[src/rtl/bcd_countdown_timer.sv]
// rtl/bcd_countdown_timer.sv - packed-BCD hh:mm:ss countdown timer with alarm
module bcd_countdown_timer (
    input  logic       clk,
    input  logic       reset,
    input  logic       tick,
    input  logic       load,
    input  logic [7:0] load_hour,
    input  logic [7:0] load_min,
    input  logic [7:0] load_sec,
    input  logic       start,
    input  logic       pause,
    input  logic       ack,
    output logic [7:0] hour,
    output logic [7:0] min,
    output logic [7:0] sec,
    output logic       running,
    output logic       done,
    output logic       alarm,
    output logic       load_err
);

    localparam logic [1:0] ST_IDLE    = 2'd0;
    localparam logic [1:0] ST_RUN     = 2'd1;
    localparam logic [1:0] ST_PAUSED  = 2'd2;
    localparam logic [1:0] ST_EXPIRED = 2'd3;

    logic [1:0] state;
    logic       load_ok;
    logic       is_zero;
    logic       expiring;
    logic [8:0] sec_dec;
    logic [8:0] min_dec;
    logic [8:0] hour_dec;

    // Returns {borrow, next}: a 00 field wraps to the given value and borrows upward.
    function automatic logic [8:0] bcd_dec(input logic [7:0] v, input logic [7:0] wrap);
        logic [8:0] r;
        if (v == 8'h00) begin
            r = {1'b1, wrap};
        end else if (v[3:0] != 4'd0) begin
            r = {1'b0, v[7:4], v[3:0] - 4'd1};
        end else begin
            r = {1'b0, v[7:4] - 4'd1, 4'h9};
        end
        return r;
    endfunction

    function automatic logic bcd_ok(input logic [7:0] v, input logic [7:0] max);
        return (v[3:0] <= 4'd9) && (v[7:4] <= 4'd9) && (v <= max);
    endfunction

    always_comb begin
        load_ok  = bcd_ok(load_hour, 8'h23) && bcd_ok(load_min, 8'h59) && bcd_ok(load_sec, 8'h59);
        is_zero  = (hour == 8'h00) && (min == 8'h00) && (sec == 8'h00);
        expiring = (hour == 8'h00) && (min == 8'h00) && (sec == 8'h01);
        sec_dec  = bcd_dec(sec, 8'h59);
        min_dec  = sec_dec[8] ? bcd_dec(min, 8'h59) : {1'b0, min};
        // Hour never borrows from 00 here: a zero value is never counted in RUN.
        hour_dec = min_dec[8] ? bcd_dec(hour, 8'h00) : {1'b0, hour};
    end

    assign running = (state == ST_RUN);

    always_ff @(posedge clk) begin
        if (!reset) begin
            state    <= ST_IDLE;
            hour     <= 8'h00;
            min      <= 8'h00;
            sec      <= 8'h00;
            done     <= 1'b0;
            alarm    <= 1'b0;
            load_err <= 1'b0;
        end else begin
            done     <= 1'b0;
            load_err <= 1'b0;
            if (load) begin
                if (load_ok) begin
                    hour  <= load_hour;
                    min   <= load_min;
                    sec   <= load_sec;
                    state <= ST_IDLE;
                    alarm <= 1'b0;
                end else begin
                    load_err <= 1'b1;
                end
            end else if (start || pause) begin
                // Any start/pause strobe suppresses that cycle's tick, even if ignored.
                if (start && !pause && (state == ST_IDLE || state == ST_PAUSED) && !is_zero) begin
                    state <= ST_RUN;
                end else if (pause && !start && state == ST_RUN) begin
                    state <= ST_PAUSED;
                end
            end else if (ack && state == ST_EXPIRED) begin
                state <= ST_IDLE;
                alarm <= 1'b0;
            end else if (tick && state == ST_RUN && !is_zero) begin
                hour <= hour_dec[7:0];
                min  <= min_dec[7:0];
                sec  <= sec_dec[7:0];
                if (expiring) begin
                    state <= ST_EXPIRED;
                    done  <= 1'b1;
                    alarm <= 1'b1;
                end
            end
        end
    end

endmodule

[config.mk]
export PLATFORM = sky130hd
export DESIGN_NAME = bcd_countdown_timer
export DESIGN_NICKNAME = d
export VERILOG_FILES = /design/src/rtl/bcd_countdown_timer.sv
export SDC_FILE = /design/constraint.sdc
export NUM_CORES = 1
export LEC_CHECK = 0
export BUFFER_PORTS_ARGS = -buffer_cell sky130_fd_sc_hd__buf_2
export CAP_MARGIN = 20
export CORE_MARGIN = 5
export CORE_UTILIZATION = 52
export DETAILED_ROUTE_END_ITERATION = 8
export GPL_TIMING_DRIVEN = 0
export PLACE_DENSITY_LB_ADDON = 0.25
export SYNTH_ARGS = -nofsm -noshare
export SYNTH_HDL_FRONTEND = slang
export SYNTH_SLANG_ARGS = --single-unit
[constraint.sdc]
create_clock -name clk -period 2.7 [get_ports clk]
set_input_delay 0.27 -clock clk [delete_from_list [all_inputs] [get_ports clk]]
set_output_delay 0.27 -clock clk [all_outputs]
set_load 0.01 [all_outputs]
## Yosys cells after proc, flatten, opt, wreduce, memory -nomap -nowiden

Index checks and enable logic that the tools add are counted.

- Flip-flop bits (word level): 29
- Output and inout bits: 28
- Latch bits: 0
- RAM bits: 0
- Memories: 0
- Input bits: 31
- Bits in read-only memories: 0

- Div/mod/pow operators: 0
- Magnitude comparators: 9
- Reduce and logical (&&, ||, !) cells: 48
- $add $sub $neg: 6
- Mux-type cells: 39
- Equal/unequal tests: 11
- Shift-type cells: 0
- Bitwise gates (word level): 2
- Multipliers: 0

Operators by type and width:

| kind | number |
|---|---|
| $mux 8 | 20 |
| $mux 9 | 3 |
| $le 4x4->1 const B | 6 |
| $logic_not 8->1 | 3 |
| $sub 4x1->4 const B | 6 |
| $reduce_bool 4->1 | 5 |
| $logic_and 1x1->1 | 19 |
| $le 8x7->1 const B | 2 |
| $mux 2 | 8 |
| $reduce_and 5->1 | 3 |
| $reduce_and 4->1 | 3 |
| $reduce_and 6->1 | 2 |
| $ne 3x3->1 const B | 3 |
| $eq 8x1->1 const B | 1 |
| $le 8x6->1 const B | 1 |
| $mux 1 | 8 |
| $reduce_bool 2->1 | 3 |
| $reduce_bool 3->1 | 2 |
| $reduce_or 5->1 | 1 |
| $eq 2x2->1 const B | 2 |
| $ne 2x2->1 const B | 2 |
| $ne 4x2->1 const B | 1 |
| $logic_not 1->1 | 3 |
| $eq 2x1->1 const B | 1 |
| other kinds (5) | 7 |

## Depth between registers and ports, before layout

Gate-level depths: netlist of run 1.

- Depth in word-level cells: 9
- Mapped depth: 9

## Least setup slack after synthesis of run 1

OpenSTA, ideal clock, no wires.

- Kind: register to register
- Start point: reg sec[0]
- End point: reg hour[4]
- Data required time: 2584 ps
- Buffers on the path: 1
- Period minus slack after synthesis: 2230 ps
- Slack: 470 ps
- Cell stages (with the launch flop): 10
- Arrival: 2114 ps
- Setup time: 116 ps
- Path through: dfxtp_1 -> inv_1 -> ha_1 -> nor3b_4 -> nand4_2 -> nor3_1 -> a2bb2o_1 -> buf_2 -> a221o_1 -> and3_1

- Longest elaborated chain between the ends: 6
- Elaborated cells on any way between the ends: 9
- Those cells by class: mux (2); reduce/logical (7)

RTL lines:

| element | line | RTL |
|---|---|---|
| start, declared | 15 | `output logic [7:0] sec,` |
| start signal, assigned | 80 | `sec <= load_sec;` |
| start signal, assigned | 99 | `sec <= sec_dec[7:0];` |
| $logic_not 8->1 (*) | 38, 54 |  |
| $logic_and 1x1->1 | 54 | `is_zero = (hour == 8'h00) && (min == 8'h00) && (sec == 8'h00);` |
| $logic_not 1->1 | 96 | `end else if (tick && state == ST_RUN && !is_zero) begin` |
| $logic_and 1x1->1 | 96 |  |
| $reduce_bool 2->1 (no line) | n/a |  |
| $reduce_and 6->1 (no line) (*) | n/a |  |
| end signal, assigned | 78 | `hour <= load_hour;` |
| end signal, assigned | 97 | `hour <= hour_dec[7:0];` |
| end, declared | 13 | `output logic [7:0] hour,` |

Mark *: on every way between the ends. The rest lies on a longest branch, timed or not. The select of a mux whose other input is x is not followed.
A chain may end at the register's enable or synchronous reset.

## Worst setup path in the final report of run 1

- Start point: reg hour[0]
- End point: reg hour[4]

- Longest elaborated chain between the ends: 7
- Elaborated cells on any way between the ends: 15
- Those cells by class: eq/ne (1); mux (6); reduce/logical (8)

RTL lines:

| element | line |
|---|---|
| $logic_not 8->1 | 38, 54 |
| $mux 8 / $logic_and 1x1->1 (equally long branches) | 38, 54 |
| $mux 8 / $logic_and 1x1->1 (equally long branches) | 59, 54 |
| $mux 8 / $logic_not 1->1 (equally long branches) | 96 |
| $mux 8 / $logic_and 1x1->1 (equally long branches) | 93, 96 |
| $mux 8 / $reduce_bool 2->1 (equally long branches) | n/a |
| $mux 8 / $reduce_and 6->1 (equally long branches) | n/a |

Parallel ways exist; a longest one is shown, timed or not. The select of a mux whose other input is x is not followed.

==> results of run 1 <==
-- critical path, cell delays in order, from the launching register on --
cell      delay, ps
dfxtp_1         330
inv_1           110
ha_1            220
nor3b_1         500
nand2_1         190
nor3_1          180
a2bb2o_1        280
buf_2           160
a221o_1         260
and3_1          180
-- power groups by stage --
stage	logic [uW]	clock network, uW	registers, uW
final	292	348	462
after global routing	320	380	464
after CTS	287	354	461
after detailed placement	285	0	470
after global placement	281	0	470
after floorplan	187	0	474
-- final cells by class --
cell class	instances	share of cell area, %
Sequential cell	29	23.2
Buffer	10	1.55
Inverter	19	2.85
Tap cell	50	2.50
Timing Repair Buffer	57	11.4
Clock buffer	8	3.20
Multi-Input combinational cell	211	55.4
-- cells by family (layout without fill, tap and decap cells) --
group	count (synthesis)	after routing	share of synthesized area, %
DFF	29	29	27.9
AOI/OAI and AO/OA	74	74	25.8
and+or+nand+nor	119	119	31.1
muxes	4	4	1.99
adders and majority gates	11	11	6.62
buffers and inverters	29	94	5.30
xor gates and xnor gates	3	3	1.26
-- placed cells by master, fill, tap and decap left out, drive strengths merged, types with 8 or more instances in the layout --
| cell | Yosys | final |
|---|---|---|
| dfxtp | 29 | 29 |
| buf | 1 | 58 |
| o21ai | 17 | 17 |
| ha | 11 | 11 |
| a21oi | 12 | 12 |
| nor3 | 14 | 14 |
| inv | 19 | 19 |
| and3 | 10 | 10 |
| a211o | 8 | 8 |
| nor2 | 16 | 16 |
| nand2b | 9 | 9 |
| nand2 | 37 | 37 |
| clkbuf | 9 | 17 |
-- flip-flops by register name (all words and copies together), names as in the netlist --
| name | count |
|---|---|
| state | 2 |
| min | 8 |
| sec | 8 |
| done | 1 |
| hour | 8 |
| alarm | 1 |
| load_err | 1 |
-- per-layer routing --
metal  part of all wire, %  vias to the layer above  GRT usage (%)
li1                      -                     1114              -
met1                    44                     1089           30.9
met2                    46                      101           36.8
met3                   7.4                       18           4.82
met4                   2.3                        0           9.63
met5                     0                        -              0
-- stage by stage --
| stage | setup WS [ps] | utilization [%] | instance area [um^2] |
|---|---|---|---|
| 3_3_place_gp | 265 | 61.5 | 2430 |
| 2_1_floorplan | 470 | - | 2080 |
| 6_report | 187 | 63.6 | 2510 |
| 5_1_grt | 2.53 | 63.6 | 2510 |
| 3_5_place_dp | 251 | 61.5 | 2430 |
| 4_1_cts | 235 | 63.6 | 2510 |
-- path summary, 6_finish.rpt --
| kind | start | to | slack (ps) | cells past startpoint |
|---|---|---|---|---|
| max | hour[0] | hour[4] | 190 | 9 |
| min | reset | sec[7] | 310 | 3 |
| max reg2reg | hour[0] | hour[4] | 190 | 9 |
| min reg2reg | alarm | alarm | 450 | 2 |
==> impl_metrics.yaml, run 1 <==
routing:
  ant_nets: 0
  vias: 2322
  vias_per_cell: 6.05
  drt-initial-drc-count: 194
  wirelength_um: 6140
  drt_drc_violations_left: 0
  avgRoutedWirePerCell_um: 16.0
  drt-pass1-iter-count: 6
cts:
  ctsResizeCount: 0
  htreeDepth: 2
  numCtsBuffers: 5
  ctsLongestPathBuffers: 2
  cts_tree: "built"
  cts.sinks: 29
  clk_latency_ps: 280
  post_cts_buffers: 0
  hold_buffers: 0
  cts-root-buf: "clkbuf_8"
  clkTransAtPathRegs_ps: 60
synth:
  synth_area_leader_cell: "dfxtp_1"
  ys_ff_latch: 29
  async_flop_share_pct: 0
  synth_flop_cell: "dfxtp_1"
  yosysWarningCount: 0
  syn_inst: 269
  seq_area_frac_synth_pct: 27.9
  synth_fp_nets: 311
  synth_common_cells: "nand2_1, dfxtp_1, inv_1"
  synth.most_common_cell: "nand2_1"
  synth_edf_count: 0
  yosysUniqueCellTypes: 51
  yosys-top-cells-area: "dfxtp_1, nand2_1, ha_1"
  syn-cell-area_um2: 2080
  synth_top_area_share_pct: 27.9
  syn_area_per_cell_um2: 7.73
sta:
  fin_crit_sh_pct: 93.1
  max_slew_margin_pct: 61.6
  period_needed_ps: 2510
  hold_viol_final: 0
  tightest_slew_ps: 577
  hold_slack_ps: 306
  rsz0062_at_grt: "no"
  max_freq_mhz: 398
  setup_tns_ps: 0
  fin_skew_ps: 4.38
  slew_viol_final: 0
  setup_violations: 0
pwr:
  leakage_uw: 0.00125
  internal_power_uw: 742
  powerDensity_nw_per_um2: 440
  total_power_uw: 1100
  ir_drop_v: 0.000236
  comb_power_share_pct: 26.5
  swShare_pct: 32.6
  pwr-share-seq_pct: 41.9
  clockPowerShare_pct: 31.6
  switchingPower_uw: 360
place:
  dp_hpwl_um: 4510
  dp.cells: 376
  port_buffers: 57
  gp_congestion: 0.923
global_routing:
  grt_pass1_vias: 2124
  grt_pass1_wl_um: 9770
  grt_usage_pct: 23.4
  antenna_found_initial: 0
  overflow: 0
  grt_max_degree: 11
setup_path:
  start_kind: "flip-flop"
  cp_max_fo: 8
  required_ps: 2870
  crit_path_end_kind: "flip-flop"
  critical_path_class: "reg2reg"
  crit_arrival_ps: 2690
layout:
  final_nets: 375
  regArea_um2: 581
  antenna_cells: 0
  layout-drive-gt1-share_pct: 22.2
  multi_input_area_um2: 1390
  syn_to_final_growth_pct: 20.6
  nFillCells: 365
  final_cells: 384
floorplanning:
  die_y_um: 73.2
  die_x_um: 73.2
  core-area_um2: 3940
  dieArea_um2: 5360
  ioPinCount: 59
  rows: 23
  start_util_pct: 52.7
worst_hold_path:
  hp-class: "in2reg"
outcome:
  status: "finished clean"
run:
  maxCapViolCount: 0
Note: power is estimated with default switching activity, not from simulation.
==> run 2: changes to the inputs <==
Settings changed: CORE_MARGIN 5 to 2.
==> run 2 against run 1 <==
Net effect:
- core utilization increased by 4.6 points
- cell count unchanged
- routed wire length decreased by 6.0%
- flip-flop and latch count unchanged
- clock power increased by 15%
- critical path depth unchanged
- design area increased by 1.8%
- total power increased by 5.1%
- sequential power about the same
- worst hold slack improved by 18 ps
- critical path type unchanged
==> impl_metrics.yaml, run 2 (synthesized netlist as in run 1, its figures left out) <==
outcome:
  status: "finished clean"
layout:
  layout-drive-gt1-share_pct: 24.1
  mostFrequentLayoutCells: "buf_2, nand2_1, dfxtp_1"
  largestRegisters: "hour (8), min (8), sec (8)"
  final_util_pct: 68.1
  final_common_cell: "buf_2"
  antenna_cells: 0
  syn_to_final_growth_pct: 22.8
  final_nets: 377
setup_path:
  required_ps: 2890
  crit_path_end_kind: "flip-flop"
  start_kind: "flip-flop"
  reg2reg_slack_ps: 290
  crit_arrival_ps: 2590
  critical_path_class: "reg2reg"
  rr_endpoint: "hour[4]"
  cp_max_fo: 8
  r2r-start: "min[4]"
  reg2reg_depth: 9
sta:
  slew_viol_final: 0
  setup_tns_ps: 0
  max_freq_mhz: 415
  setup_violations: 0
  max_slew_margin_pct: 62.9
  hold_viol_final: 0
  tightest_slew_ps: 557
  fin_skew_ps: 8.29
  fin_crit_sh_pct: 89.2
  fin_ws_ps: 291
  hold_slack_ps: 324
  period_needed_ps: 2410
  rsz0062_at_grt: "no"
global_routing:
  grt_max_degree: 11
  gr-usage-met2_pct: 42.1
  antenna_found_initial: 0
  overflow: 0
  grt_pass1_wl_um: 9040
  grt_usage_pct: 26.6
  grt_use_met3_pct: 7.67
  grt.busiest_layer: "met2"
  grt_pass1_vias: 1983
  grt_util_met1_pct: 32.6
routing:
  drt-initial-drc-count: 108
  avgRoutedWirePerCell_um: 15.0
  ant_nets: 0
  wirelength_um: 5770
  vias: 2291
  drt_drc_violations_left: 0
  drt-pass1-iter-count: 5
  vias_per_cell: 5.97
cts:
  hold_buffers: 0
  cts_tree: "built"
  htreeDepth: 2
  cts-root-buf: "clkbuf_8"
  cts.sinks: 29
  clkTransAtPathRegs_ps: 70
  numCtsBuffers: 5
  ctsLongestPathBuffers: 2
  clk_latency_ps: 290
place:
  pre_cts_slack_ps: 249
  gp_congestion: 0.845
  port_buffers: 57
  dp_hpwl_um: 4200
worst_hold_path:
  hp-class: "in2reg"
  hold_start: "load_min[0]"
  hold_depth: 4
  hold_end: "min[0]"
pwr:
  powerDensity_nw_per_um2: 454
  leakage_uw: 0.00128
  ir_drop_v: 0.000358
floorplanning:
  ioPinCount: 59
  core-area_um2: 3740
  die_y_um: 67.2
  start_util_pct: 55.5
  dieArea_um2: 4520
  rows: 22
  die_x_um: 67.2
run:
  maxCapViolCount: 0
-- run 2: critical path, stage by stage, from the launching register on --
cell,delay (ps)
dfxtp_1,330
inv_1,100
ha_1,180
nor3b_1,390
nand4_2,210
nor3_1,210
a2bb2o_1,300
buf_2,170
a221o_1,250
and3_1,170
-- run 2: final cells by class --
cell class,instances,area (um^2)
repair buffers,59,300
clock inverters,1,5.00
plain buffers,10,38.8
well taps,48,60.1
fillers,335,1190
flip-flops and latches,29,581
inverters,19,71.3
multi-input cells,211,1400
clock buffers,7,96.3
-- run 2: report_power, final --
group	internal [uW]	leakage, uW	switching, uW
clock network	230	0.0000542	169
logic	121	0.000987	177
registers	444	0.000235	17.8
-- run 2: what timing repair did --
item                                    4_1_cts  5_1_grt
setup buffers                                 0        2
endpoints found under the setup margin        0        3
resized for setup                             0        2
-- run 2: layer usage --
| metal | share of wire [%] | routed length (um) |
|---|---|---|
| met1 | 44 | 2510 |
| met2 | 45 | 2610 |
| met4 | 3.3 | 188 |
| met5 | 0 | 0 |
| met3 | 8.0 | 460 |
-- run 2: how the worst max path moves through the flow --
stage             from  endpoint  slack, ps  depth (start not counted)
2_1_floorplan   sec[0]   hour[4]        470                          9
3_3_place_gp    sec[0]   hour[4]        270                          9
3_5_place_dp    sec[0]   hour[4]        250                          9
4_1_cts        hour[0]  state[0]        230                          8
5_1_grt         min[0]   hour[4]         40                          9
6_report        min[4]   hour[4]        290                          9
-- run 2: through the flow --
stage	power (uW)	instance area, um^2	cells
6_report	1160	2550	384
4_1_cts	1150	2520	382
5_1_grt	1220	2550	384
3_5_place_dp	752	2420	374
3_3_place_gp	748	2420	374
2_1_floorplan	661	2080	269
